File: src/rtl/conv_encoder_pkg.sv
// conv_pkg: generators, rate encodings, puncture tables and FSM states for conv_encoder.
package conv_pkg;
  localparam logic [6:0] GEN_A = 7'o133;
  localparam logic [6:0] GEN_B = 7'o171;
  localparam logic [1:0] RATE_1_2 = 2'b00;
  localparam logic [1:0] RATE_2_3 = 2'b01;
  localparam logic [1:0] RATE_3_4 = 2'b10;
  localparam logic [1:0] KEEP_AB = 2'b11;
  localparam logic [1:0] KEEP_A = 2'b10;
  localparam logic [1:0] KEEP_B = 2'b01;
  typedef enum logic [1:0] {EMPTY, EMIT_A, EMIT_B} state_t;
  // Tap vector is {current input, delay1 .. delay6}, so the generator MSB taps the current bit.
  function automatic logic parity(input logic [6:0] g, input logic [6:0] v);
    return ^(g & v);
  endfunction
  function automatic logic [1:0] period(input logic [1:0] r);
    return r == RATE_2_3 ? 2'd2 : r == RATE_3_4 ? 2'd3 : 2'd1;
  endfunction
  function automatic logic [1:0] keep_mask(input logic [1:0] r, input logic [1:0] ph);
    return r == RATE_2_3 ? (ph == 2'd1 ? KEEP_A : KEEP_AB) :
           r == RATE_3_4 ? (ph == 2'd1 ? KEEP_A : ph == 2'd2 ? KEEP_B : KEEP_AB) : KEEP_AB;
  endfunction
endpackage

File: src/rtl/conv_encoder_if.sv
// conv_encoder_if: single-bit valid/ready stream.
interface conv_encoder_if;
  logic data;
  logic valid;
  logic ready;
  modport master (output data, valid, input ready);
  modport slave (input data, valid, output ready);
endinterface

File: src/rtl/conv_encoder_serializer.sv
// conv_puncture_serializer: holds one coded pair and emits its kept bits one per handshake.
module conv_puncture_serializer
  import conv_pkg::*;
(
  input logic clk,
  input logic rst_n,
  input logic flush,
  input logic load,
  input logic a,
  input logic b,
  input logic [1:0] keep,
  output logic ready,
  conv_encoder_if.master out_s
);
  state_t state_q, state_d;
  logic b_q, b_next_q, data_q, data_d, a_to_b, last;
  always_ff @(posedge clk) begin
    if (!rst_n) begin
      state_q <= EMPTY;
      b_q <= 1'b0;
      b_next_q <= 1'b0;
      data_q <= 1'b0;
    end else begin
      state_q <= state_d;
      data_q <= data_d;
      if (load) begin
        b_q <= b;
        b_next_q <= &keep;
      end
    end
  end
  // A load always wins over a flush: a bit accepted with Start belongs to the new PPDU.
  always_comb begin
    a_to_b = state_q == EMIT_A && out_s.ready && b_next_q;
    state_d = load ? (keep[1] ? EMIT_A : EMIT_B) : flush ? EMPTY : a_to_b ? EMIT_B :
              (state_q != EMPTY && out_s.ready) ? EMPTY : state_q;
    data_d = load ? (keep[1] ? a : b) : flush ? 1'b0 : a_to_b ? b_q : data_q;
  end
  always_comb begin
    last = state_q == EMIT_B || (state_q == EMIT_A && !b_next_q);
    ready = state_q == EMPTY || (last && out_s.ready);
    out_s.valid = state_q != EMPTY;
    out_s.data = data_q;
  end
endmodule

File: src/rtl/conv_encoder.sv
// conv_encoder: 802.11a K=7 convolutional encoder; puncturing to 2/3 and 3/4 when CONV_PUNCTURE_EN is defined.
module conv_encoder
  import conv_pkg::*;
(
  input logic clk,
  input logic rst_n,
  input logic start,
  input logic [1:0] rate,
  conv_encoder_if.slave in_s,
  conv_encoder_if.master out_s
);
  logic [5:0] sr_q, sr_c;
  logic [1:0] keep;
  logic accept, ready;
  assign sr_c = start ? 6'd0 : sr_q;
  assign accept = in_s.valid && ready;
  assign in_s.ready = ready;
  always_ff @(posedge clk) begin
    if (!rst_n) sr_q <= 6'd0;
    else if (accept) sr_q <= {in_s.data, sr_c[5:1]};
    else if (start) sr_q <= 6'd0;
  end
`ifdef CONV_PUNCTURE_EN
  logic [1:0] rate_q, phase_q, rate_c, phase_c;
  assign rate_c = start ? rate : rate_q;
  assign phase_c = start ? 2'd0 : phase_q;
  assign keep = keep_mask(rate_c, phase_c);
  always_ff @(posedge clk) begin
    if (!rst_n) begin
      rate_q <= RATE_1_2;
      phase_q <= 2'd0;
    end else begin
      if (start) rate_q <= rate;
      if (accept) phase_q <= (phase_c + 2'd1 == period(rate_c)) ? 2'd0 : phase_c + 2'd1;
      else if (start) phase_q <= 2'd0;
    end
  end
`else
  logic unused_rate;
  assign unused_rate = ^rate;
  assign keep = KEEP_AB;
`endif
  conv_puncture_serializer ser (
    .clk(clk),
    .rst_n(rst_n),
    .flush(start),
    .load(accept),
    .a(parity(GEN_A, {in_s.data, sr_c})),
    .b(parity(GEN_B, {in_s.data, sr_c})),
    .keep(keep),
    .ready(ready),
    .out_s(out_s)
  );
endmodule

File: src/flat_wrapper.sv
// flat-port wrapper written by rule: the top's interface ports become plain ports
module conv_encoder_flat import conv_pkg::*;
  (clk, rst_n, start, rate, in_s_data, in_s_valid, in_s_ready, out_s_data, out_s_valid, out_s_ready);
  conv_encoder_if in_s_i ();
  conv_encoder_if out_s_i ();
  input logic clk;
  input logic rst_n;
  input logic start;
  input logic [1:0] rate;
  input wire logic [$bits(in_s_i.data)-1:0] in_s_data;
  input wire logic [$bits(in_s_i.valid)-1:0] in_s_valid;
  output wire logic [$bits(in_s_i.ready)-1:0] in_s_ready;
  output wire logic [$bits(out_s_i.data)-1:0] out_s_data;
  output wire logic [$bits(out_s_i.valid)-1:0] out_s_valid;
  input wire logic [$bits(out_s_i.ready)-1:0] out_s_ready;
  assign in_s_i.data = in_s_data;
  assign in_s_i.valid = in_s_valid;
  assign in_s_ready = in_s_i.ready;
  assign out_s_data = out_s_i.data;
  assign out_s_valid = out_s_i.valid;
  assign out_s_i.ready = out_s_ready;
  conv_encoder u_core (.clk(clk), .rst_n(rst_n), .start(start), .rate(rate), .in_s(in_s_i), .out_s(out_s_i));
endmodule
File: config.mk
export PLATFORM = sky130hd
export DESIGN_NAME = conv_encoder_flat
export DESIGN_NICKNAME = d
export VERILOG_FILES = /design/src/rtl/conv_encoder_pkg.sv /design/src/rtl/conv_encoder_if.sv /design/src/rtl/conv_encoder_serializer.sv /design/src/rtl/conv_encoder.sv /design/src/flat_wrapper.sv
export SDC_FILE = /design/constraint.sdc
export NUM_CORES = 1
export LEC_CHECK = 0
export ABC_CLOCK_PERIOD_IN_PS = 1650
export CAP_MARGIN = 20
export CORE_UTILIZATION = 30
export CTS_BUF_LIST = sky130_fd_sc_hd__clkbuf_8
export CTS_CLUSTER_SIZE = 30
export DETAILED_ROUTE_END_ITERATION = 8
export GPL_TIMING_DRIVEN = 0
export MAX_ROUTING_LAYER = met4
export PLACE_DENSITY = 0.49
export RECOVER_POWER = 50
export SKIP_LAST_GASP = 1
export SLEW_MARGIN = 20
export SYNTH_ARGS = -nofsm -noshare
export SYNTH_HDL_FRONTEND = slang
export SYNTH_SLANG_ARGS = --single-unit
File: constraint.sdc
create_clock -name clk -period 1.65 [get_ports clk]
set_input_delay 0.33 -clock clk [delete_from_list [all_inputs] [get_ports clk]]
set_output_delay 0.33 -clock clk [all_outputs]
set_load 0.05 [all_outputs]
==> Word level (Yosys, flattened, before mapping) <==
Index checks and enable logic that the tools add are counted.
{ "word_totals": {"ff_bits": 11, "elab_cells": 35} }
{ "op_classes": {"eq_ne": 2, "muxes": 9, "n_bitwise": 1, "reduce_logical": 17} }
{ "op_table": {"columns": ["operator", "n"], "rows": [
  ["$reduce_xor A7 Y1", 2],
  ["$mux W6", 2],
  ["$logic_and A1 B1 Y1", 6],
  ["$mux W1", 5],
  ["$mux W2", 2],
  ["$reduce_bool A2 Y1", 2],
  ["$reduce_bool A4 Y1", 1],
  ["$reduce_bool A3 Y1", 1],
  ["$reduce_or A3 Y1", 1],
  ["$eq A2 B1 Y1 const B", 1],
  ["$eq A2 B2 Y1 const B", 1],
  ["$logic_not A2 Y1", 1],
  ["$logic_or A1 B1 Y1", 2],
  ["$logic_not A1 Y1", 1],
  ["$not A1 Y1", 1]
]} }

==> Longest topological paths before layout <==
{ "logic_depth": {"word_depth": 7, "ltp_mapped": 5, "mapped_depth_nobuf": 5} }

==> Cells and area by module <==
A second synthesis with hierarchy kept.
{ "unflattened": {"cells_unflattened": 68, "hier_area_um2": 599.3} }
{ "by_module_without_submodules": {"columns": ["mod", "instances", "cells_per_inst", "area_each_um2", "seq_area_each_um2"], "rows": [
  ["conv_puncture_serializer", 1, 31, 304.0, 100.1],
  ["conv_encoder", 1, 37, 295.3, 120.1]
]} }

==> Least setup slack after synthesis <==
No wires, ideal clock.
{ "synth_path": {"kind": "flip-flop to flip-flop", "start": "register u_core.sr_q[0]", "end": "register u_core.ser.data_q (netlist: u_core.ser.out_s.data)", "arrival_ps": 1395, "path_slack_ps": 133, "path_stages_with_launch": 5, "synth_period_minus_slack_ps": 1517, "cell_sequence": "dfxtp_1 > xnor3_1 > xor2_1 > o2111a_1 > a311o_1"} }
{ "synth_via": {"elab_chain_cells": 3} }
{ "synth_rtl": {"columns": ["item", "line_no", "source"], "rows": [
  ["from (decl)", "conv_encoder.sv:12", "logic [5:0] sr_q, sr_c;"],
  ["from (signal assigned)", "conv_encoder.sv:20", "else if (accept) sr_q <= {in_s.data, sr_c[5:1]};"],
  ["$mux W6", null, null],
  ["$reduce_xor A7 Y1", "conv_encoder_pkg.sv:14", "return ^(g & v);"],
  ["$mux W1", "conv_encoder_serializer.sv:37", "data_d = load ? (keep[1] ? a : b) : flush ? 1'b0 : a_to_b ? b_q : data_q;"],
  ["to (signal assigned)", "conv_encoder_serializer.sv:25", "data_q <= data_d;"],
  ["to (decl)", "conv_encoder_serializer.sv:16", "logic b_q, b_next_q, data_q, data_d, a_to_b, last;"]
]} }
Every way passes these cells.
A chain may end at the register's enable or synchronous reset.

==> Final worst setup path <==
{ "layout_path": {"start": "register u_core.sr_q[3]", "end": "register u_core.ser.data_q (netlist: u_core.ser.out_s.data)"} }
Same word-level chain as after synthesis.

==> reports/results.ini <==
[logic_synthesis]
syn-num-nets = 68
asyncSetResetFlopFracSynth_pct = 0
synth_seq_area_share_pct = 41.7
synth_instances = 60
postSynth.topFlopCell = dfxtp_1
yosys_warnings = 0
synthDistinctLibCells = 24
synth.top_cells.by_area = dfxtp_1 (42%), a21oi_1 (6.6%), o21ai_0 (6.6%)
synth.ff_latch_count = 11
yosys.area_share.xor_xnor_pct = 7.58
synth-simple-area-share_pct = 21.1
netlist.area_leader.share_pct = 41.7
postSynthAreaPerCell_um2 = 8.80
share_of_cell_area_taken_by_muxes_after_synthesis_pct = 1.90
synth_top_family_by_area = compound AO/OA/AOI/OAI gates
synth-compound-area-share_pct = 24.9
adder_cell_share_of_the_synthesized_area_pct = 0
yosysTopAreaCell = dfxtp_1
synth.cell_area_um2 = 528
number_of_synthesized_flops_with_an_enable_pin = 0

[run]
max_cap_viol_count = 0

[routing]
wire_per_inst_um = 13.6
drt_first_pass_iters = 4
remaining_drc_errors = 0
antenna_violating_nets_post_route = 0
wirelength_routed_um = 1200
via_count_normalized_by_instance_count = 5.52
vias = 486
drt_iter0_markers = 9

[setup_path]
critical-path-slowest-cell = xnor3_1
crit_path_cell_trace = xnor3_1 > xor2_1 > o2111a_1 > a311o_1
arrival_ns = 1.76
critPathMaxFanout = 3
timing_worst_setup_path_type = reg2reg
timing.critical_path.to_type = flip-flop
worst-endpoint-required_ns = 1.78
cp_slowest_stage_delay_ns = 0.43
crit_path_start_kind = flip-flop

[sta]
fin_skew_ns = 0.00459
max_clock_freq_ghz = 0.615
slew_headroom_pct = 67.2
setup-tns-final_ns = 0
period_needed_ns = 1.63
finalSetupViolCount = 0
worst_slew_pin_slew_ns = 0.494
postLayoutSetupSlackWorst_ns = 0.0238
endpoints_failing_hold = 0
rsz_0062_raised_after_global_routing = true
count_of_final_max_slew_check_failures = 0
fin_crit_sh_pct = 98.6

[floorplanning]
core-area_mm2 = 0.00158
design.portCount = 11
fp.dieW_um = 44.0
std_cell_rows = 14
floorplan.initialDensity_pct = 33.5
die_h_um = 44.0
die-area_mm2 = 0.00193

[placed_design]
replace_congestion = 0.781
place.port_buffers = 7
dp_hpwl_um = 770
pre_cts_slack_ns = -0.910
placedInstanceArea_um2 = 618

[power_and_ir_drop]
overall_power_of_the_completed_layout_uw = 645
power.density_mw_per_mm2 = 946
worst_ir_drop_vdd_mv = 0.322
leakagePower_uw = 0.000264

[finish]
nets = 81
flow.area_growth_from_synthesis_pct = 29.1
drive_gt1_share_pct = 13.9
commonest_non_fill_non_tap_cells_in_the_layout = dfxtp_1 (10), o21ai_0 (7), a21oi_1 (7)
layout.core_utilization_pct = 43.3
area_of_all_placed_cells_without_fillers_um2 = 682
antennaDiodeCount = 0
final_common_cell = dfxtp_1

[grt]
grt_max_degree = 11
grt_antenna_before_repair = 0
grt_overflow = 0
grt_util_all_layers_pct = 13.9
global_route_wire_length_before_repair_um = 1860
grt_pass1_vias = 394

[clock_tree]
cts_made_buffers = 3
clk_latency_ns = 0.24
clockBufferDepth = 2
cts_num_sinks = 11
ctsHoldBuffers = 0
cts_htree_levels = 1
clkSlewWorstSetupHoldPaths_ns = 0.06
cts_root_buf = clkbuf_8
clock_tree_from_tritoncts = yes

[run_status]
status = complete, no violations

[worst_hold_path]
worst_hold_path_type = reg2reg

-- per-stage QoR --
step | hold slack, ns | instances
floorplan | 0.448 | 60
global placement | 0.474 | 83
detailed placement | 0.472 | 83
CTS | 0.480 | 87
global route | 0.493 | 88
finish | 0.476 | 88
-- synthesized netlist by cell type (2+ instances only) --
master / count
a21oi_1: 7
dfxtp_1: 11
inv_1: 2
nand2b_1: 2
nand3_1: 6
nor2_1: 4
nor2b_1: 3
o21a_1: 2
o21ai_0: 7
xor2_1: 2
-- path summary, 6_finish.rpt --
kind / to / slack (ns) / from / cells past startpoint
worst min-delay path: u_core.sr_q[1] / 0.48 / u_core.sr_q[2] / 2
worst max register to register: u_core.ser.out_s.data / 0.02 / u_core.sr_q[3] / 4
worst max-delay path: u_core.ser.out_s.data / 0.02 / u_core.sr_q[3] / 4
worst min register to register: u_core.sr_q[1] / 0.48 / u_core.sr_q[2] / 2
-- final cells by class --
cell class / instances / area [um2]
fill: 157 / 895
tap: 16 / 20.0
clock inverter: 1 / 3.75
multi-input combinational: 45 / 297
buffer: 1 / 3.75
timing repair buffer: 8 / 78.8
sequential: 11 / 221
inverter: 3 / 16.3
clock buffer: 3 / 41.3
-- critical path: cells and delay by family, from the launching register on --
kind	cells	cell delay (ns)
AOI/OAI and AO/OA	2	0.56
xor gates and xnor gates	2	0.61
DFF	1	0.34
-- state kept, by name, indices dropped and copies added (netlist names) --
name,flops
u_core.ser.b_next_q,1
u_core.ser.b_q,1
u_core.ser.out_s.data,1
u_core.ser.state_q,2
u_core.sr_q,6
-- what timing repair did --
item | CTS | global route
pin swaps | 0 | 3
buffers inserted | 0 | 1
setup endpoints to repair | 4 | 3
gates cloned | 0 | 0
resized for setup | 11 | 4
-- per-layer routing --
layer  GRT usage [%]  up-vias  part of all wire, %
met3            3.75        4                  3.3
li1                -      243                    -
met1            18.9      233                   49
met5               -        -                    0
met2            17.6        6                   46
met4            9.09        0                  1.8
-- cell families after synthesis --
logic type	after synthesis
AND/OR/NAND/NOR	20
multiplexers	1
flip-flops	11
AO/OA/AOI/OAI	21
buffers and inverters	4
XOR/XNOR	3
-- report_power, final --
| part | total [uW] | switching (uW) | leakage, uW | internal [uW] |
|---|---|---|---|---|
| clock network | 274 | 110 | 0.0000269 | 164 |
| registers | 281 | 6.20 | 0.0000903 | 275 |
| logic | 89.8 | 55.4 | 0.000146 | 34.4 |
(Power assumes the default switching activity.)
==> RTL change, RTL diff (same flow settings) <==
The 3 states of `state_t` get a one-hot encoding in 3 bits.
--- a/src/rtl/conv_encoder_pkg.sv
+++ b/src/rtl/conv_encoder_pkg.sv
@@ -8,7 +8,7 @@
   localparam logic [1:0] KEEP_AB = 2'b11;
   localparam logic [1:0] KEEP_A = 2'b10;
   localparam logic [1:0] KEEP_B = 2'b01;
-  typedef enum logic [1:0] {EMPTY, EMIT_A, EMIT_B} state_t;
+  typedef enum logic [2:0] {EMPTY = 3'b001, EMIT_A = 3'b010, EMIT_B = 3'b100} state_t;
   // Tap vector is {current input, delay1 .. delay6}, so the generator MSB taps the current bit.
   function automatic logic parity(input logic [6:0] g, input logic [6:0] v);
     return ^(g & v);
Formal check against the unedited RTL: same outputs for any inputs over 10 cycles, from zero or initial values and one cycle with rst_n low; not proved beyond that.
==> RTL change against the unedited design <==
- the flow now finishes with violations (negative setup slack)
- final area rose by 31%
- final cell count grew 28%
- critical endpoint is now in_s_ready
- synthesized area is 21% higher
- synthesized cell count rose by 12%
- routed wire length grew 23%
- sequential cell count grew 1
- worst setup slack got worse by 26 ps
Power is not compared: it rests on default switching activity, and its combinational part moved more than twofold at a synthesized area within 25%.
==> RTL change: results (changes against the unedited design) <==
Status
  • Status: finished with violations (was finished, final reports clean)
  • Failing checks: negative setup slack

Timing
  • Final count of negative-setup-slack endpoints: 1 (was 0)
  • Final worst slack: -1.70 ps (was 23.8 ps)
  • Worst Clk Skew: 2.53 ps (was 4.59 ps)
  • Final setup TNS: -1.70 ps (was 0 ps)
  • Rel. slew slack: 0.681 (was 0.672)

Finish
  • Nets: 95 (was 81)
  • Biggest regs: u_core.sr_q x6, u_core.ser.state_q x3 (was u_core.sr_q x6, u_core.ser.state_q x2)
  • Filler Cells Inserted: 201 (was 157)
  • Register area: 248 µm² (was 221 µm²)

Synth
  • Synthesized area per cell: 9.52 µm² (was 8.80 µm²)
  • Commonest cells in the netlist: 12 x dfxtp_1, 7 x a21oi_1, 6 x nand3_1 (was 11 x dfxtp_1, 7 x a21oi_1, 7 x o21ai_0)
  • Synth cell types: 30 (was 24)
  • Syn Nets: 75 (was 68)
  • Mux cell area share after synthesis: 0.0157 (was 0.0190)
  • Xor-xnor portion of the synthesized cell area: 0.0627 (was 0.0758)

Routing
  • WL met1: 725 µm (was 589 µm)
  • DRT Pass-1 Iters: 3 (was 4)
  • DRT iter0 DRCs: 14 (was 9)
  • Met3 WL: 27 µm (was 39 µm)
  • Metal2 WL: 711 µm (was 545 µm)
  • Final WL: 1480 µm (was 1200 µm)

Placed design
  • PortBufs: 8 (was 7)
  • Placed Cells: 102 (was 83)
  • Placer Congestion: 0.758 (was 0.781)

Setup path
  • Max incr delay on CP: 390 ps (was 430 ps)
  • WP data arrival: 1320 ps (was 1760 ps)

Global routing
  • Largest net degree at the start of global routing: 12 (was 11)
  • First-pass GRT wire length: 2200 µm (was 1860 µm)
## RTL change: cell type report
cell class / instances / area share
multi-input combinational: 47 / 0.420
sequential: 12 / 0.277
timing repair buffer: 16 / 0.159
clock buffer: 4 / 0.0615
inverter: 6 / 0.0392
tap: 27 / 0.0378
buffer: 1 / 0.00559
## RTL change: what timing repair did
| action | 4_1_cts | 5_1_grt |
|---|---|---|
| buffers inserted | 4 | 4 |
| pin swaps | 2 | 2 |
| endpoints found under the setup margin | 9 | 2 |
| gates resized for setup | 19 | 2 |
| hold buffers | 0 | 0 |
## RTL change: critical path: cells and delay by family, from the launching register on
family	cells	cell delay (ps)
compound gates	1	170
simple gates	1	390
buf+inv	2	180
flops	1	340
## RTL change: power by group through the flow
stage / Clock, mW / Sequential [mW] / Combinational [mW]
3_5_place_dp: 0 / 0.321 / 0.195
2_1_floorplan: 0 / 0.327 / 0.135
4_1_cts: 0.331 / 0.313 / 0.195
5_1_grt: 0.348 / 0.315 / 0.235
3_3_place_gp: 0 / 0.321 / 0.197
6_report: 0.322 / 0.314 / 0.222
## RTL change: worst paths after layout
kind,start,endpoint,slack [ps],depth (start not counted)
max reg2reg,u_core.sr_q[3],u_core.ser.b_q,-2,4
min,u_core.sr_q[2],u_core.sr_q[2],480,2
max,u_core.ser.state_q[0],in_s_ready,-2,4
min reg2reg,u_core.sr_q[2],u_core.sr_q[2],480,2
## RTL change: logic make-up after synthesis
| group | after synthesis |
|---|---|
| and+or+nand+nor | 17 |
| xor gates and xnor gates | 3 |
| DFF | 12 |
| buffers and inverters | 8 |
| AOI/OAI and AO/OA | 26 |
| muxes | 1 |
## RTL change: metal layers
layer	track usage	up-vias
met1	0.198	281
met4	0.0667	0
met5	-	-
met3	0.0333	2
met2	0.200	6
li1	-	292
